`src/rtl/alarm_pkg.sv`:
```
// Shared state and timer-interval codes for the lab 4 car alarm.
// Imported by the alarm FSM, time_parameters and timer.
package alarm_pkg;

    localparam logic [2:0] ARMED           = 3'd0;
    localparam logic [2:0] TRIGGERED       = 3'd1;
    localparam logic [2:0] SOUND_ALARM     = 3'd2;
    localparam logic [2:0] ALARM_HOLD      = 3'd3;
    localparam logic [2:0] DISARMED        = 3'd4;
    localparam logic [2:0] WAIT_DOOR_OPEN  = 3'd5;
    localparam logic [2:0] WAIT_DOOR_CLOSE = 3'd6;
    localparam logic [2:0] ARM_DELAY       = 3'd7;

    localparam logic [1:0] T_ARM_DELAY       = 2'b00;
    localparam logic [1:0] T_DRIVER_DELAY    = 2'b01;
    localparam logic [1:0] T_PASSENGER_DELAY = 2'b10;
    localparam logic [1:0] T_ALARM_ON        = 2'b11;

    function automatic logic is_timed(input logic [2:0] s);
        return (s == TRIGGERED) || (s == ALARM_HOLD) || (s == ARM_DELAY);
    endfunction

    function automatic logic is_loud(input logic [2:0] s);
        return (s == SOUND_ALARM) || (s == ALARM_HOLD);
    endfunction

endpackage

```
`src/rtl/fuel_pump_ctrl.sv`:
```
// Fuel pump power latch: ignition off kills the pump, hidden switch
// plus brake enables it, otherwise it holds.
module fuel_pump_ctrl (
    input  logic clk_i,
    input  logic rst_i,
    input  logic ignition_i,
    input  logic hidden_switch_i,
    input  logic brake_i,
    output logic fuel_pump_o
);

    logic pump_q, pump_d;

    always_comb begin
        pump_d = pump_q;
        if (!ignition_i)
            pump_d = 1'b0;
        else if (hidden_switch_i && brake_i)
            pump_d = 1'b1;
    end

    always_ff @(posedge clk_i or posedge rst_i) begin
        if (rst_i) pump_q <= 1'b0;
        else       pump_q <= pump_d;
    end

    assign fuel_pump_o = pump_q;

endmodule

```
`src/rtl/anti_theft_fsm.sv`:
```
// Car alarm control FSM with registered outputs.
// Define SIREN_TONE_EN for a 440/880 Hz square-wave siren instead of a level.
module anti_theft_fsm #(
    parameter int SIREN_HALF_PERIOD = 28409
) (
    input  logic       clock_25mhz,
    input  logic       reset_sync,
    input  logic       ignition,
    input  logic       driver_door,
    input  logic       passenger_door,
    input  logic       hidden_switch,
    input  logic       brake_depressed,
    input  logic       one_hz_enable,
    input  logic       expired,
    output logic       start_timer,
    output logic [1:0] interval,
    output logic       status_led,
    output logic       siren,
    output logic       fuel_pump,
    output logic [2:0] state
);
    import alarm_pkg::*;

    logic [2:0] state_q, state_d;
    logic [1:0] interval_q, interval_d;
    logic       start_q, start_d;
    logic       led_q, led_d;
    logic       siren_q, siren_d;
    logic       any_door, exp_v, loud_d;

    assign any_door = driver_door | passenger_door;
    // The timer is restarting this cycle, so its expired is stale.
    assign exp_v    = expired & ~start_q;

    always_comb begin
        state_d    = state_q;
        interval_d = interval_q;
        unique case (state_q)
            ARMED: begin
                if (ignition) state_d = DISARMED;
                else if (driver_door) begin
                    state_d    = TRIGGERED;
                    interval_d = T_DRIVER_DELAY;
                end else if (passenger_door) begin
                    state_d    = TRIGGERED;
                    interval_d = T_PASSENGER_DELAY;
                end
            end
            TRIGGERED: begin
                if (ignition)   state_d = DISARMED;
                else if (exp_v) state_d = SOUND_ALARM;
            end
            SOUND_ALARM: begin
                if (ignition) state_d = DISARMED;
                else if (!any_door) begin
                    state_d    = ALARM_HOLD;
                    interval_d = T_ALARM_ON;
                end
            end
            ALARM_HOLD: begin
                if (ignition)      state_d = DISARMED;
                else if (any_door) state_d = SOUND_ALARM;
                else if (exp_v)    state_d = ARMED;
            end
            DISARMED: begin
                if (!ignition) state_d = WAIT_DOOR_OPEN;
            end
            WAIT_DOOR_OPEN: begin
                if (ignition)         state_d = DISARMED;
                else if (driver_door) state_d = WAIT_DOOR_CLOSE;
            end
            WAIT_DOOR_CLOSE: begin
                if (ignition) state_d = DISARMED;
                else if (!any_door) begin
                    state_d    = ARM_DELAY;
                    interval_d = T_ARM_DELAY;
                end
            end
            ARM_DELAY: begin
                if (ignition)      state_d = DISARMED;
                else if (any_door) state_d = WAIT_DOOR_CLOSE;
                else if (exp_v)    state_d = ARMED;
            end
        endcase
    end

    assign start_d = is_timed(state_d) && (state_d != state_q);
    assign loud_d  = is_loud(state_d);

    always_comb begin
        led_d = 1'b0;
        unique case (state_d)
            ARMED:
                led_d = (state_q != ARMED) ? 1'b0 : (led_q ^ one_hz_enable);
            TRIGGERED, SOUND_ALARM, ALARM_HOLD:
                led_d = 1'b1;
            DISARMED, WAIT_DOOR_OPEN, WAIT_DOOR_CLOSE, ARM_DELAY:
                led_d = 1'b0;
        endcase
    end

`ifdef SIREN_TONE_EN
    localparam logic [14:0] HP_440 = 15'(SIREN_HALF_PERIOD);
    localparam logic [14:0] HP_880 = 15'(SIREN_HALF_PERIOD / 2);

    logic [14:0] cnt_q, cnt_d;
    logic        pitch_q, pitch_d;
    logic [14:0] hp;

    assign hp = pitch_q ? HP_880 : HP_440;

    always_comb begin
        cnt_d   = '0;
        pitch_d = 1'b0;
        siren_d = 1'b0;
        if (loud_d && !is_loud(state_q)) begin
            siren_d = 1'b1;
        end else if (loud_d) begin
            pitch_d = pitch_q ^ one_hz_enable;
            siren_d = siren_q;
            if (cnt_q >= hp - 15'd1) begin
                siren_d = ~siren_q;
            end else begin
                cnt_d = cnt_q + 15'd1;
            end
        end
    end

    always_ff @(posedge clock_25mhz or posedge reset_sync) begin
        if (reset_sync) begin
            cnt_q   <= '0;
            pitch_q <= 1'b0;
        end else begin
            cnt_q   <= cnt_d;
            pitch_q <= pitch_d;
        end
    end
`else
    assign siren_d = loud_d;
`endif

    always_ff @(posedge clock_25mhz or posedge reset_sync) begin
        if (reset_sync) begin
            state_q    <= ARMED;
            interval_q <= T_ARM_DELAY;
            start_q    <= 1'b0;
            led_q      <= 1'b0;
            siren_q    <= 1'b0;
        end else begin
            state_q    <= state_d;
            interval_q <= interval_d;
            start_q    <= start_d;
            led_q      <= led_d;
            siren_q    <= siren_d;
        end
    end

    fuel_pump_ctrl u_fuel_pump (
        .clk_i           (clock_25mhz),
        .rst_i           (reset_sync),
        .ignition_i      (ignition),
        .hidden_switch_i (hidden_switch),
        .brake_i         (brake_depressed),
        .fuel_pump_o     (fuel_pump)
    );

    assign state       = state_q;
    assign interval    = interval_q;
    assign start_timer = start_q;
    assign status_led  = led_q;
    assign siren       = siren_q;

endmodule

```
`config.mk`:
```
export PLATFORM = sky130hd
export DESIGN_NAME = anti_theft_fsm
export DESIGN_NICKNAME = d
export VERILOG_FILES = /design/src/rtl/alarm_pkg.sv /design/src/rtl/fuel_pump_ctrl.sv /design/src/rtl/anti_theft_fsm.sv
export SDC_FILE = /design/constraint.sdc
export NUM_CORES = 1
export LEC_CHECK = 0
export ABC_AREA = 1
export CAP_MARGIN = 40
export CELL_PAD_IN_SITES_DETAIL_PLACEMENT = 1
export CELL_PAD_IN_SITES_GLOBAL_PLACEMENT = 2
export CORE_UTILIZATION = 22
export CTS_BUF_LIST = sky130_fd_sc_hd__clkbuf_4 sky130_fd_sc_hd__clkbuf_8
export DETAILED_ROUTE_END_ITERATION = 7
export GPL_ROUTABILITY_DRIVEN = 0
export HOLD_SLACK_MARGIN = 0.06
export PLACE_DENSITY = 0.81
export RECOVER_POWER = 50
export SYNTH_ARGS = -nofsm -noshare
export SYNTH_HDL_FRONTEND = slang
export SYNTH_HIERARCHICAL = 1
export SYNTH_SLANG_ARGS = --single-unit
```
`constraint.sdc`:
```
create_clock -name clock_25mhz -period 1.1 [get_ports clock_25mhz]
set_input_delay 0.11 -clock clock_25mhz [delete_from_list [all_inputs] [get_ports clock_25mhz]]
set_output_delay 0.11 -clock clock_25mhz [all_outputs]
set_load 0.1 [all_outputs]
```
==> metrics <==
status complete, but fails checks; failing checks setup timing; largest net degree at the start of global routing 9; CP required 1260 ps; TritonCTS clock tree done; synth warn 6; CP max stage delay 490 ps; dpl hpwl 1.233 mm; worst setup path class register to register; CTS Sinks 9; fill count 269; Final Hold Slack 390.5 ps; initial antenna violation count 0; relative slew slack 0.7747; crit end category register; R2R Setup Slk -200 ps; root buffer cell clkbuf_4; antenna-violating nets left 0; Setup-failing EPs final 15; worst path arrival time 1460 ps; diode count 0; Reg clk slew, reported paths 60 ps; clock buffer count from CTS 3; Die Area 2707 µm²; setup slack after layout -203.7 ps; Max Cap Viol 0; worst skew pair latency 280 ps; internal power 0.7973 mW; Area growth, synth to finish 94.09%; global-route wire length before repair 2.980 mm; Via density 4.493; GRT overflow 0; placed cell areas 937.1 µm²; H-tree Lvls 1; drt pass-1 iters 2; share of layout cells above drive strength 1 0.5345; unrepaired setup endpoints after global routing true; Worst Hold Class primary input to register; Die Wd 52.03 µm; Setup Skew 4.109 ps; Power Dens Cells 1421 nW/µm²; Die Ht 52.03 µm; Slew Limit Fails 0; Iter 0 DRT Violations 1; delay-heaviest family, CP simple AND/OR/NAND/NOR gates; Net Sw Frac 0.4748; Worst Setup Start Kind register; sequential area share after synthesis 0.4091; measured slew at the worst slew-check pin 337.6 ps; Netlist cell types 16; Vias 647; drt total wl 2.056 mm; clock share of power 0.192; Reg power frac 0.291; post-synthesis cell count 78; Critical Path Fanout Max 7; synthesized flop and latch total 9; Post-route DRC 0; worst path buffer plus inverter count 1; routed len/inst 14.28 µm; maximum vdd drop 0.001278 V; Port-buffer cells 17; Clock Path Buffers 2; Psw 0.7209 mW; CORE AREA 2276 µm²; crit-path cells inv_4 -> nand2_4 -> nor2_2 -> nor2_2 -> nand3_2 -> nand2_2 -> nand2_1 -> nor2_1 -> nor2_1; # rows 17; starting density of the core 0.2419; vias in the first global route 656; final instance area 1069 µm²; combinational power share 0.516; max frequency 0.7670 GHz; Syn Area/Cell 7.058 µm²; final worst path period need 1304 ps; Overall Global Routing Usage 0.1550; slowest CP cell dfrtp_4; Hold Violations, Final 0; io pins 18; Pleak 0.5278 nW; synthesized area 550.5 µm²; Post-Synthesis Net Count 87; post-layout net count 126; period utilization 1.185
-- state kept, by name, summed over array words and instances (netlist names) --
signal	cells
interval	2
siren	1
start_timer	1
state	3
status_led	1
u_fuel_pump/fuel_pump_o	1
-- metrics by stage --
step	cells	power [mW]	setup slack [ps]	util	TNS, ps
after floorplan	78	0.9148	-320.4	-	-1682
after global placement	133	1.240	-282.4	0.4118	-1499
after detailed placement	133	1.245	-321.9	0.4118	-1696
after CTS	141	1.580	-179.1	0.4502	-1014
after global routing	144	1.592	-286.6	0.4695	-2610
final	144	1.518	-203.7	0.4695	-1402
-- power groups by stage --
stage                     Sequential (mW)  Combinational, mW  Clock [mW]
after floorplan                     0.783              0.132           0
after global placement              0.458              0.782           0
after detailed placement            0.460              0.785           0
after CTS                           0.456              0.825       0.298
after global routing                0.452              0.821       0.319
final                               0.443              0.784       0.292
-- logic make-up after synthesis --
logic type,share of synthesized area
compound gates,0.1341
simple gates,0.3318
flops,0.4091
xor+xnor,0.01591
buf+inv,0.1091
-- path summary, 6_finish.rpt --
kind | start | to | cells after the start
min in group asynchronous | reset_sync | u_fuel_pump/fuel_pump_o$_DFFE_PP0P_ | 3
setup reg to reg | state[1]$_DFF_PP0_ | status_led$_DFF_PP0_ | 9
hold / removal | brake_depressed | u_fuel_pump/fuel_pump_o$_DFFE_PP0P_ | 3
max in group asynchronous | reset_sync | state[2]$_DFF_PP0_ | 3
setup / recovery | state[1]$_DFF_PP0_ | status_led$_DFF_PP0_ | 9
hold reg to reg | interval[1]$_DFFE_PP0P_ | interval[1]$_DFFE_PP0P_ | 2
-- what timing repair did --
item,in CTS,in global routing
endpoints found under the hold margin,1,0
cloned,0,0
endpoints found under the setup margin,12,12
gates resized for setup,9,22
hold buffers,1,0
pin swaps,6,9
setup buffers,3,3
-- layout make-up --
| cell class | instances | area [µm²] | share of cell area |
|---|---|---|---|
| flip-flops and latches | 9 | 242.7 | 0.2272 |
| clock buffers | 4 | 30.03 | 0.02810 |
| repair buffers | 35 | 365.4 | 0.3419 |
| inverters | 13 | 51.30 | 0.04801 |
| well taps | 28 | 35.03 | 0.03279 |
| multi-input cells | 55 | 344.1 | 0.3220 |
-- cells in the mapped netlist --
library cell,number,area [µm²]
a21oi_1,2,10.01
a21oi_2,2,17.52
buf_6,1,11.26
dfrtp_1,9,225.2
inv_1,11,41.29
inv_2,2,7.510
nand2_1,24,90.09
nand2_2,1,6.260
nand3_1,4,20.02
nand4_1,1,6.260
nor2_1,10,37.54
nor2_4,2,22.52
o21a_1,1,7.510
o21ai_0,6,30.03
o221ai_1,1,8.760
xor2_1,1,8.760
-- tightest hold or removal path, cell delays in order --
cell             delay (ps)
clkdlybuf4s50_1         390
nand2_1                  80
a21oi_2                  50
-- metal layers --
metal,vias to the layer above,track usage,share of wire
met5,-,0,0
met4,0,0.05856,0.019
met3,5,0.04678,0.041
met2,14,0.2692,0.55
met1,310,0.1752,0.39
li1,318,-,-
-- cell usage in the layout (no fill, tap or decap) --
cell             instances
nand2_1                 19
buf_4                   14
inv_1                    9
buf_6                    8
clkdlybuf4s50_1          6
nor2_4                   5
nor2_1                   4
a21oi_2                  4
nand2_2                  4
o21ai_0                  4
clkbuf_4                 4
buf_12                   4
dfrtp_4                  4
inv_2                    3
nor2_2                   3
nand3_2                  3
dlygate4sd3_1            3
dfrtp_1                  3
nand2_4                  2
dfrtp_2                  2
nand3_1                  1
inv_4                    1
xor2_1                   1
nand4_1                  1
o221ai_1                 1
o21ai_2                  1
o21a_1                   1
o21ai_1                  1
Power figures use the tool's default switching activity.
